[src/rtl/sccb_cfg_pkg.sv]
// Shared types and constants for the SCCB camera configuration sequencer.
// Table entries are {reg_addr, data}; two reserved encodings mark the end and delays.
package sccb_cfg_pkg;

    typedef enum logic [3:0] {
        S_IDLE,
        S_FETCH,
        S_DECODE,
        S_ISSUE,
        S_WAIT,
        S_GAP,
        S_DELAY,
        S_DONE,
        S_ERROR
    } state_t;

    typedef struct packed {
        logic [7:0] reg_addr;
        logic [7:0] data;
    } entry_t;

    localparam logic [15:0] END_MARK        = 16'hFFFF;
    localparam logic [7:0]  DELAY_REG       = 8'hF0;
    localparam logic [7:0]  DEV_ADDR_OV7670 = 8'h42;

    function automatic logic is_end(input entry_t e);
        return {e.reg_addr, e.data} == END_MARK;
    endfunction

    function automatic logic is_delay(input entry_t e);
        return (e.reg_addr == DELAY_REG) && !is_end(e);
    endfunction

endpackage

[src/rtl/sccb_config_rom.sv]
// Camera register table with a registered output (one-cycle read latency).
// TABLE_ID 0 is the OV7670 bring-up table; the small alternates are compact bring-up tables.
module sccb_config_rom
    import sccb_cfg_pkg::*;
#(
    parameter int NUM_ENTRIES = 80,
    parameter int TABLE_ID    = 0,
    localparam int IW         = $clog2(NUM_ENTRIES)
)(
    input  logic          clk,
    input  logic          reset,
    input  logic [IW-1:0] idx,
    output entry_t        entry
);

    // Unlisted indices read as the end marker so a short table always terminates.
    function automatic logic [15:0] lookup(input logic [IW-1:0] i);
        logic [15:0] v;
        v = END_MARK;
        if (TABLE_ID == 1) begin
            case (int'(i))
                0:       v = 16'h1280;
                1:       v = 16'h1101;
                default: v = END_MARK;
            endcase
        end else if (TABLE_ID == 2) begin
            case (int'(i))
                0:       v = 16'hF005;
                1:       v = 16'h3A04;
                default: v = END_MARK;
            endcase
        end else begin
            case (int'(i))
                0:       v = 16'h1280;
                1:       v = 16'hF00A;
                2:       v = 16'h1101;
                3:       v = 16'h6B4A;
                4:       v = 16'h1204;
                5:       v = 16'h40D0;
                6:       v = 16'h8C00;
                7:       v = 16'h3A04;
                8:       v = 16'h0C00;
                9:       v = 16'h3E00;
                10:      v = 16'h703A;
                11:      v = 16'h7135;
                12:      v = 16'h7211;
                13:      v = 16'h73F0;
                14:      v = 16'hA202;
                default: v = END_MARK;
            endcase
        end
        return v;
    endfunction

    always_ff @(posedge clk or negedge reset) begin
        if (!reset) begin
            entry <= '0;
        end else begin
            entry <= entry_t'(lookup(idx));
        end
    end

endmodule

[src/rtl/sccb_config_seq.sv]
// Walks the camera register table and issues each write to the SCCB engine,
// handling delay entries, the end marker, inter-write gaps and bounded NACK retry.
module sccb_config_seq
    import sccb_cfg_pkg::*;
#(
    parameter logic [7:0] DEV_ADDR    = DEV_ADDR_OV7670,
    parameter int         NUM_ENTRIES = 80,
    parameter int         MS_CYCLES   = 50_000,
    parameter int         GAP_CYCLES  = 64,
    parameter int         MAX_RETRY   = 3,
    parameter int         TABLE_ID    = 0,
    localparam int        IW          = $clog2(NUM_ENTRIES)
)(
    input  logic          clk,
    input  logic          reset,
    input  logic          cfg_start,
    output logic          cfg_busy,
    output logic          cfg_done,
    output logic          cfg_error,
    output logic [IW-1:0] cfg_idx,
    output logic          wr_start,
    output logic [7:0]    wr_dev_addr,
    output logic [7:0]    wr_reg_addr,
    output logic [7:0]    wr_data,
    input  logic          wr_done,
    input  logic          wr_nack
);

    localparam int DELAY_MAX = 255 * MS_CYCLES;
    localparam int CNT_MAX   = (DELAY_MAX > GAP_CYCLES) ? DELAY_MAX : GAP_CYCLES;
    localparam int CW        = $clog2(CNT_MAX + 1);
    localparam int RW        = $clog2(MAX_RETRY + 2);
    localparam logic [IW:0] LAST_IDX = NUM_ENTRIES[IW:0] - 1'b1;

    state_t        state, state_next;
    entry_t        rom_entry;
    logic [IW-1:0] idx;
    logic [CW-1:0] cnt;
    logic [RW-1:0] retry_cnt;
    logic          last_ack;
    logic          idx_last;
    logic          retry_ok;

    sccb_config_rom #(
        .NUM_ENTRIES (NUM_ENTRIES),
        .TABLE_ID    (TABLE_ID)
    ) u_rom (
        .clk   (clk),
        .reset (reset),
        .idx   (idx),
        .entry (rom_entry)
    );

    assign idx_last    = ({1'b0, idx} >= LAST_IDX);
    assign retry_ok    = (retry_cnt < RW'(MAX_RETRY));
    assign cfg_idx     = idx;
    assign wr_dev_addr = DEV_ADDR;
    assign cfg_busy    = (state != S_IDLE) && (state != S_DONE) && (state != S_ERROR);

    always_ff @(posedge clk or negedge reset) begin
        if (!reset) begin
            state <= S_IDLE;
        end else begin
            state <= state_next;
        end
    end

    // Running past the last index without an end marker is treated as completion.
    always_comb begin
        state_next = state;
        case (state)
            S_IDLE:   if (cfg_start) state_next = S_FETCH;
            S_FETCH:  state_next = S_DECODE;
            S_DECODE: begin
                if (is_end(rom_entry))        state_next = S_DONE;
                else if (is_delay(rom_entry)) state_next = S_DELAY;
                else                          state_next = S_ISSUE;
            end
            S_ISSUE:  state_next = S_WAIT;
            S_WAIT: begin
                if (wr_done) state_next = (!wr_nack || retry_ok) ? S_GAP : S_ERROR;
            end
            S_GAP: begin
                if (cnt == '0) state_next = (last_ack && idx_last) ? S_DONE : S_FETCH;
            end
            S_DELAY: begin
                if (cnt == '0) state_next = idx_last ? S_DONE : S_FETCH;
            end
            S_DONE:   state_next = S_IDLE;
            S_ERROR:  state_next = S_IDLE;
            default:  state_next = S_IDLE;
        endcase
    end

    // Datapath: wr_start and the write fields are registered, so the pulse appears
    // the cycle after ISSUE and the fields stay put until the next issue.
    always_ff @(posedge clk or negedge reset) begin
        if (!reset) begin
            idx         <= '0;
            cnt         <= '0;
            retry_cnt   <= '0;
            last_ack    <= 1'b0;
            wr_start    <= 1'b0;
            wr_reg_addr <= '0;
            wr_data     <= '0;
            cfg_done    <= 1'b0;
            cfg_error   <= 1'b0;
        end else begin
            wr_start <= 1'b0;
            case (state)
                S_IDLE: begin
                    if (cfg_start) begin
                        idx       <= '0;
                        cnt       <= '0;
                        retry_cnt <= '0;
                        last_ack  <= 1'b0;
                        cfg_done  <= 1'b0;
                        cfg_error <= 1'b0;
                    end
                end
                S_DECODE: begin
                    if (state_next == S_DELAY) cnt <= CW'(rom_entry.data) * CW'(MS_CYCLES);
                end
                S_ISSUE: begin
                    wr_start    <= 1'b1;
                    wr_reg_addr <= rom_entry.reg_addr;
                    wr_data     <= rom_entry.data;
                end
                S_WAIT: begin
                    if (wr_done) begin
                        cnt <= CW'(GAP_CYCLES - 1);
                        if (!wr_nack) begin
                            retry_cnt <= '0;
                            last_ack  <= 1'b1;
                        end else if (retry_ok) begin
                            retry_cnt <= retry_cnt + 1'b1;
                            last_ack  <= 1'b0;
                        end
                    end
                end
                S_GAP: begin
                    if (cnt == '0) begin
                        if (last_ack && !idx_last) idx <= idx + 1'b1;
                    end else begin
                        cnt <= cnt - 1'b1;
                    end
                end
                S_DELAY: begin
                    if (cnt == '0) begin
                        if (!idx_last) idx <= idx + 1'b1;
                    end else begin
                        cnt <= cnt - 1'b1;
                    end
                end
                S_DONE:  cfg_done  <= 1'b1;
                S_ERROR: cfg_error <= 1'b1;
                default: ;
            endcase
        end
    end

endmodule

[config.mk]
export PLATFORM = sky130hd
export DESIGN_NAME = sccb_config_seq
export DESIGN_NICKNAME = d
export VERILOG_FILES = /design/src/rtl/sccb_cfg_pkg.sv /design/src/rtl/sccb_config_rom.sv /design/src/rtl/sccb_config_seq.sv
export SDC_FILE = /design/constraint.sdc
export NUM_CORES = 1
export LEC_CHECK = 0
export CAP_MARGIN = 20
export CORE_ASPECT_RATIO = 1.1
export CORE_UTILIZATION = 30
export CTS_CLUSTER_DIAMETER = 200
export CTS_CLUSTER_SIZE = 30
export DETAILED_ROUTE_END_ITERATION = 12
export GPL_TIMING_DRIVEN = 0
export PLACE_DENSITY_LB_ADDON = 0.3
export SETUP_SLACK_MARGIN = 0.02
export SYNTH_ARGS = -nofsm -noshare
export SYNTH_HDL_FRONTEND = slang
export SYNTH_SLANG_ARGS = --single-unit
export TNS_END_PERCENT = 1
[constraint.sdc]
create_clock -name clk -period 5.39 [get_ports clk]
set_clock_uncertainty 0.05 [all_clocks]
set_input_delay 0.539 -clock clk [delete_from_list [all_inputs] [get_ports clk]]
set_output_delay 0.539 -clock clk [all_outputs]
set_load 0.02 [all_outputs]
==> results of run 1 <==
## cell usage in the layout, fill, tap and decap left out, drive strengths merged, types with 7 or more instances in the layout
cell type | netlist | layout
o21ai | 57 | 57
or3 | 7 | 7
xnor2 | 9 | 9
nand2b | 7 | 7
a21oi | 34 | 34
nand3 | 20 | 20
inv | 32 | 33
nand4 | 8 | 8
o21a | 8 | 8
clkdlybuf4s50 | 0 | 30
nor3 | 20 | 20
o211ai | 7 | 7
o31ai | 8 | 8
conb | 2 | 8
xor2 | 7 | 7
mux2 | 18 | 18
nor2 | 48 | 48
nor4 | 13 | 13
ha | 63 | 63
dfrtp | 74 | 74
nor2b | 9 | 9
nand2 | 49 | 49
fa | 12 | 12
clkbuf | 20 | 29
a31oi | 12 | 12
buf | 13 | 15
## worst max-delay path: stages (launching register included)
cell and delay [ps]:
dfrtp_1 500, ha_1 370, ha_1 290, inv_1 50, fa_1 510, inv_1 60, fa_1 490, ha_1 260
a211oi_1 300, o21bai_1 150, o21ai_1 450, o21ai_0 200, xor2_1 200, a211o_1 310
## area by class of cell
class | instances | area [um^2] | area share, %
Buffer | 33 | 164 | 2.47
Clock buffer | 9 | 225 | 3.39
Clock inverter | 6 | 67.6 | 1.02
Inverter | 32 | 120 | 1.81
Multi-Input combinational cell | 495 | 3570 | 53.8
Sequential cell | 74 | 1850 | 27.9
Tap cell | 243 | 304 | 4.58
Timing Repair Buffer | 32 | 335 | 5.05
## registers in the layout, indices dropped and copies added, names as in the netlist
name and cells:
wr_start 1, wr_reg_addr 8, wr_data 8, retry_cnt 3
cfg_idx 7, state 4, cnt 24, cfg_done 1
cfg_error 1, last_ack 1, u_rom.entry 16
## through the flow
stage | hold slack (ps) | setup WS [ps] | instances | total power [mW]
finish | 2.59 | 1080 | 924 | 1.19
global route | 7.85 | 828 | 924 | 1.23
CTS | 1.83 | 1030 | 924 | 1.21
detailed placement | 377 | 1080 | 909 | 0.597
global placement | 440 | 997 | 908 | 0.595
floorplan | 193 | 1660 | 634 | 0.579
## power by group through the flow
stage,Sequential (mW),Clock [mW],Combinational [mW]
global placement,0.567,0,0.0276
finish,0.557,0.602,0.0291
global route,0.557,0.640,0.0328
detailed placement,0.567,0,0.0303
floorplan,0.567,0,0.0116
CTS,0.557,0.619,0.0304
## synth_stat cells (5+ instances only)
library cell	count	area share, %
dfrtp_1	74	33
ha_1	63	14
o21ai_0	56	4.9
nand2_1	49	3.2
nor2_1	48	3.2
a21oi_1	34	3.0
inv_1	32	2.1
clkbuf_1	20	1.3
nand3_1	20	1.8
mux2_2	18	3.6
nor3_1	18	1.6
a31oi_1	12	1.3
fa_1	12	4.2
nor4_1	11	1.2
nor2b_1	9	0.99
xnor2_1	9	1.4
buf_4	8	1.1
nand4_1	8	0.88
o21a_1	8	1.1
o31ai_1	8	1.1
nand2b_1	7	0.77
o211ai_1	7	0.92
or3_1	7	0.77
xor2_1	7	1.1
a211o_1	6	0.92
a21o_1	6	0.79
and3_1	5	0.55
## kinds of logic (layout without fill, tap and decap cells)
logic type	after synthesis	in the layout	synth area share (%)
flip-flops	74	74	32.6
XOR/XNOR	16	16	2.46
buffers and inverters	65	112	4.99
other	2	8	0.132
adder cells (fa/ha/maj)	75	75	18.1
AO/OA/AOI/OAI	172	172	19.1
multiplexers	21	21	4.31
AND/OR/NAND/NOR	203	203	18.4
## final timing paths
kind / slack [ps] / to / depth (start not counted)
max: 1080 / cnt[23]$_DFFE_PN0P_ / 13
min: 3 / wr_start$_DFF_PN0_ / 1
max reg2reg: 1080 / cnt[23]$_DFFE_PN0P_ / 13
min reg2reg: 450 / wr_reg_addr[7]$_DFFE_PN0P_ / 1
max in group asynchronous: 4710 / cnt[8]$_DFFE_PN0P_ / 2
min in group clk: 450 / wr_reg_addr[7]$_DFFE_PN0P_ / 1
## routing by layer
metal | vias up | track usage, % | wire length, um | part of all wire, %
met1 | 2329 | 21.3 | 7050 | 48
met4 | 0 | 5.57 | 229 | 1.6
met2 | 93 | 25.3 | 6900 | 47
met3 | 17 | 2.64 | 553 | 3.8
met5 | - | 0 | 0 | 0
li1 | 2381 | - | - | -
==> impl_metrics.py, run 1 <==
metrics = {
    "finish": {
        "post-route-cell-area_um2": 6640,
        "fin_nets": 757,
        "area_growth_pct": 16.8,
        "drive_above_1_share_pct": 8.81,
        "fill_cells": 1957,
        "final_core_util_pct": 35.9,
        "antenna_cells": 0,
    },
    "sta": {
        "hold_viol_final": 0,
        "rsz0062_at_grt": "false",
        "slew_headroom_pct": 33.1,
        "setup_viol": 0,
        "tns_ps": 0,
        "fmax_ghz": 0.232,
        "finalCriticalPeriod_ps": 4310,
        "final_max_slew_viol_count": 0,
        "finalCritPeriodShare_pct": 80.0,
        "tightest_slew_ps": 997,
    },
    "power_and_ir_drop": {
        "p_seq_share_pct": 46.9,
        "internal_power_mw": 0.923,
        "combinationalPowerShare_pct": 2.4,
        "p_leak_nw": 2.89,
        "swShare_pct": 22.3,
        "clock_power_share_pct": 50.7,
        "ir_drop_uv": 202,
        "p_switching_mw": 0.265,
        "power.density_nw_per_um2": 179,
    },
    "synth": {
        "synthCells": 628,
        "yosysWarnings": 0,
        "ys_ff_latch": 74,
        "synth_ff_type": "dfrtp_1",
        "synth_edf_count": 0,
        "synth_seq_area_share_pct": 32.6,
        "avgSynthCellArea_um2": 9.06,
        "async_flop_share_pct": 100,
        "synth_cell_type_count": 65,
        "synth_area_um2": 5690,
    },
    "placed_design": {
        "gp_congestion": 0.856,
        "port_buffers": 31,
        "dp_hpwl_mm": 11.2,
        "place_area_um2": 6350,
    },
    "cts": {
        "cts-root-buf": "clkbuf_16",
        "cts_tree": "done",
        "cts.sinks": 74,
        "clk_pin_slew_worst_paths_ps": 60,
        "ctsHoldBuffers": 0,
        "cts.repair.resized": 0,
        "clockBufferDepth": 2,
        "clk_latency_ps": 350,
        "post_cts_buffers": 0,
        "numCtsBuffers": 9,
        "htree_levels": 3,
    },
    "min_path": {
        "hold_path.class": "in -> async",
    },
    "routing": {
        "wl_mm": 14.7,
        "vias_per_cell": 5.22,
        "drt-initial-drc-count": 366,
        "ant_nets": 0,
        "drcViolationCount": 0,
        "num_vias": 4820,
        "wl_per_cell_um": 15.9,
        "first_pass_iters": 4,
    },
    "global_route": {
        "grt_max_degree": 60,
        "grt_use_total_pct": 15.8,
        "grt_pass1_vias": 4759,
        "grt.overflow.total": 0,
        "antenna_found_initial": 0,
        "grt_pass1_wl_mm": 24.4,
    },
    "outcome": {
        "status": "finished clean",
    },
    "worst_setup_path": {
        "end_kind": "flip-flop",
        "cp.required_ps": 5570,
        "critPathArrivalTime_ps": 4490,
        "critPathLaunchType": "flip-flop",
        "crit_fanout": 6,
        "critPathLaunch": "u_rom.entry[2]$_DFF_PN0_",
        "path_class": "reg -> reg",
        "r2r_start": "u_rom.entry[2]$_DFF_PN0_",
    },
    "floorplanning": {
        "core_area_um2": 18500,
        "rows": 52,
        "dieArea_um2": 19500,
        "die_y_um": 146,
        "die_w_um": 133,
        "start_util_pct": 30.8,
        "io_pins": 40,
    },
    "flow_run": {
        "cap_violations": 0,
    },
}
No activity file was read; power rests on OpenSTA's default activity.
==> run 2, diff against run 1 <==
- clock period: 5.39 -> 4.4 ns (I/O delays scaled with it)
==> impl_metrics.py, run 2 (synthesis gave the netlist of run 1 again) <==
metrics = {
    "routing": {
        "ant_nets": 0,
        "wl_per_cell_um": 16.0,
        "wl_mm": 14.8,
        "drcViolationCount": 0,
        "num_vias": 4828,
        "first_pass_iters": 4,
        "drt-initial-drc-count": 363,
        "vias_per_cell": 5.22,
    },
    "floorplanning": {
        "dieArea_um2": 19500,
        "die_w_um": 133,
        "die_y_um": 146,
        "start_util_pct": 30.8,
        "core_area_um2": 18500,
        "io_pins": 40,
        "rows": 52,
    },
    "finish": {
        "final_cell_mix": "dfrtp_1, ha_1, o21ai_0",
        "ff_latch_area_um2": 1850,
        "layout_commonest_cell": "dfrtp_1",
        "fill_cells": 1958,
        "reg.largest.list": "cnt: 24 flops, u_rom.entry: 16 flops",
        "multi_input_area_um2": 3580,
        "drive_above_1_share_pct": 9.09,
        "largest_reg_flops": 24,
        "final_core_util_pct": 36.1,
        "fin_nets": 758,
        "post-route-cell-area_um2": 6660,
        "area_growth_pct": 17.1,
        "regMostFlops": "cnt",
        "antenna_cells": 0,
    },
    "flow_run": {
        "cap_violations": 0,
    },
    "outcome": {
        "status": "finished clean",
    },
    "cts": {
        "cts_tree": "done",
        "cts.sinks": 74,
        "clk_latency_ps": 350,
        "clk_pin_slew_worst_paths_ps": 60,
        "post_cts_buffers": 0,
        "clockBufferDepth": 2,
        "numCtsBuffers": 9,
        "cts-root-buf": "clkbuf_16",
        "htree_levels": 3,
    },
    "worst_setup_path": {
        "cp.required_ps": 4570,
        "crit_fanout": 6,
        "end_kind": "flip-flop",
        "critPathLaunchType": "flip-flop",
        "path_class": "reg -> reg",
        "critPathArrivalTime_ps": 4330,
    },
    "sta": {
        "slew_headroom_pct": 32.1,
        "final_max_slew_viol_count": 0,
        "finalCriticalPeriod_ps": 4160,
        "tightest_slew_ps": 1010,
        "finalCritPeriodShare_pct": 94.5,
        "fmax_ghz": 0.240,
        "rsz0062_at_grt": "false",
        "fin_ws_ps": 241,
        "tns_ps": 0,
        "setup_viol": 0,
        "hold_viol_final": 0,
    },
    "placed_design": {
        "dp_hpwl_mm": 11.2,
        "gp_congestion": 0.856,
        "post-place-ws_ps": 91.3,
        "port_buffers": 31,
        "place_area_um2": 6350,
    },
    "global_route": {
        "antenna_found_initial": 0,
        "grt_pass1_vias": 4762,
        "grt_use_total_pct": 15.8,
        "grt.overflow.total": 0,
        "grt_pass1_wl_mm": 24.4,
        "grt_max_degree": 60,
    },
    "power_and_ir_drop": {
        "p_seq_share_pct": 46.9,
        "swShare_pct": 22.3,
        "power.density_nw_per_um2": 218,
        "combinationalPowerShare_pct": 2.5,
        "internal_power_mw": 1.13,
        "clock_power_share_pct": 50.6,
        "p_leak_nw": 2.88,
        "ir_drop_uv": 247,
        "p_switching_mw": 0.324,
    },
    "min_path": {
        "hold_path.class": "in -> async",
    },
}
## run 2: cell count changes in the layout (fill, tap and decap cells not counted)
cell and change:
dlygate4sd3_1 +1, o21ai_2 +1, o31ai_1 -1, o31ai_2 +1, o21ai_0 -1
## run 2: repair_timing
action,CTS,global route
hold buffers,1,0
endpoints found under the hold margin,15,0
endpoints found under the setup margin,0,7
resized for setup,0,3
## run 2: metal layers
metal	track usage [%]	wire length, um
met5	0	0
met4	5.57	227
met3	2.64	528
met2	25.3	6850
met1	21.4	7150
## run 2: area by class of cell
cell class | count | area share, %
plain buffers | 33 | 2.46
multi-input cells | 495 | 53.8
clock inverters | 6 | 1.01
clock buffers | 9 | 3.38
well taps | 243 | 4.56
inverters | 32 | 1.80
flip-flops and latches | 74 | 27.8
repair buffers | 33 | 5.18
## run 2: path summary, 6_finish.rpt
kind	from	end	depth (start not counted)	slack (ps)
worst max-delay path	u_rom.entry[2]$_DFF_PN0_	cnt[23]$_DFFE_PN0P_	13	240
worst min-delay path	reset	wr_start$_DFF_PN0_	2	450
worst max register to register	u_rom.entry[2]$_DFF_PN0_	cnt[23]$_DFFE_PN0P_	13	240
worst min register to register	u_rom.entry[15]$_DFF_PN0_	wr_reg_addr[7]$_DFFE_PN0P_	1	450
max in group asynchronous	reset	cnt[8]$_DFFE_PN0P_	3	3270
min in group clk	u_rom.entry[15]$_DFF_PN0_	wr_reg_addr[7]$_DFFE_PN0P_	1	450
## run 2: power groups by stage
stage,clock network [mW],registers (mW),logic [mW]
final,0.737,0.682,0.0364
after global routing,0.784,0.682,0.0410
after CTS,0.759,0.682,0.0379
after detailed placement,0,0.695,0.0371
after global placement,0,0.695,0.0338
after floorplan,0,0.695,0.0142
## run 2: stage by stage
| step | hold WS [ps] | instances | power (mW) |
|---|---|---|---|
| CTS | 446 | 925 | 1.48 |
| floorplan | 94.4 | 634 | 0.709 |
| detailed placement | 278 | 909 | 0.732 |
| finish | 450 | 925 | 1.46 |
| global route | 469 | 925 | 1.51 |
| global placement | 440 | 908 | 0.729 |
## run 2: critical path: stages (launching register included)
cell      delay (ps)
dfrtp_1          510
ha_1             380
ha_1             290
inv_1             50
fa_1             510
inv_1             60
fa_1             490
ha_1             270
a211oi_1         290
o21bai_1         160
o21ai_2          300
o21ai_0          160
xor2_1           190
a211o_1          320
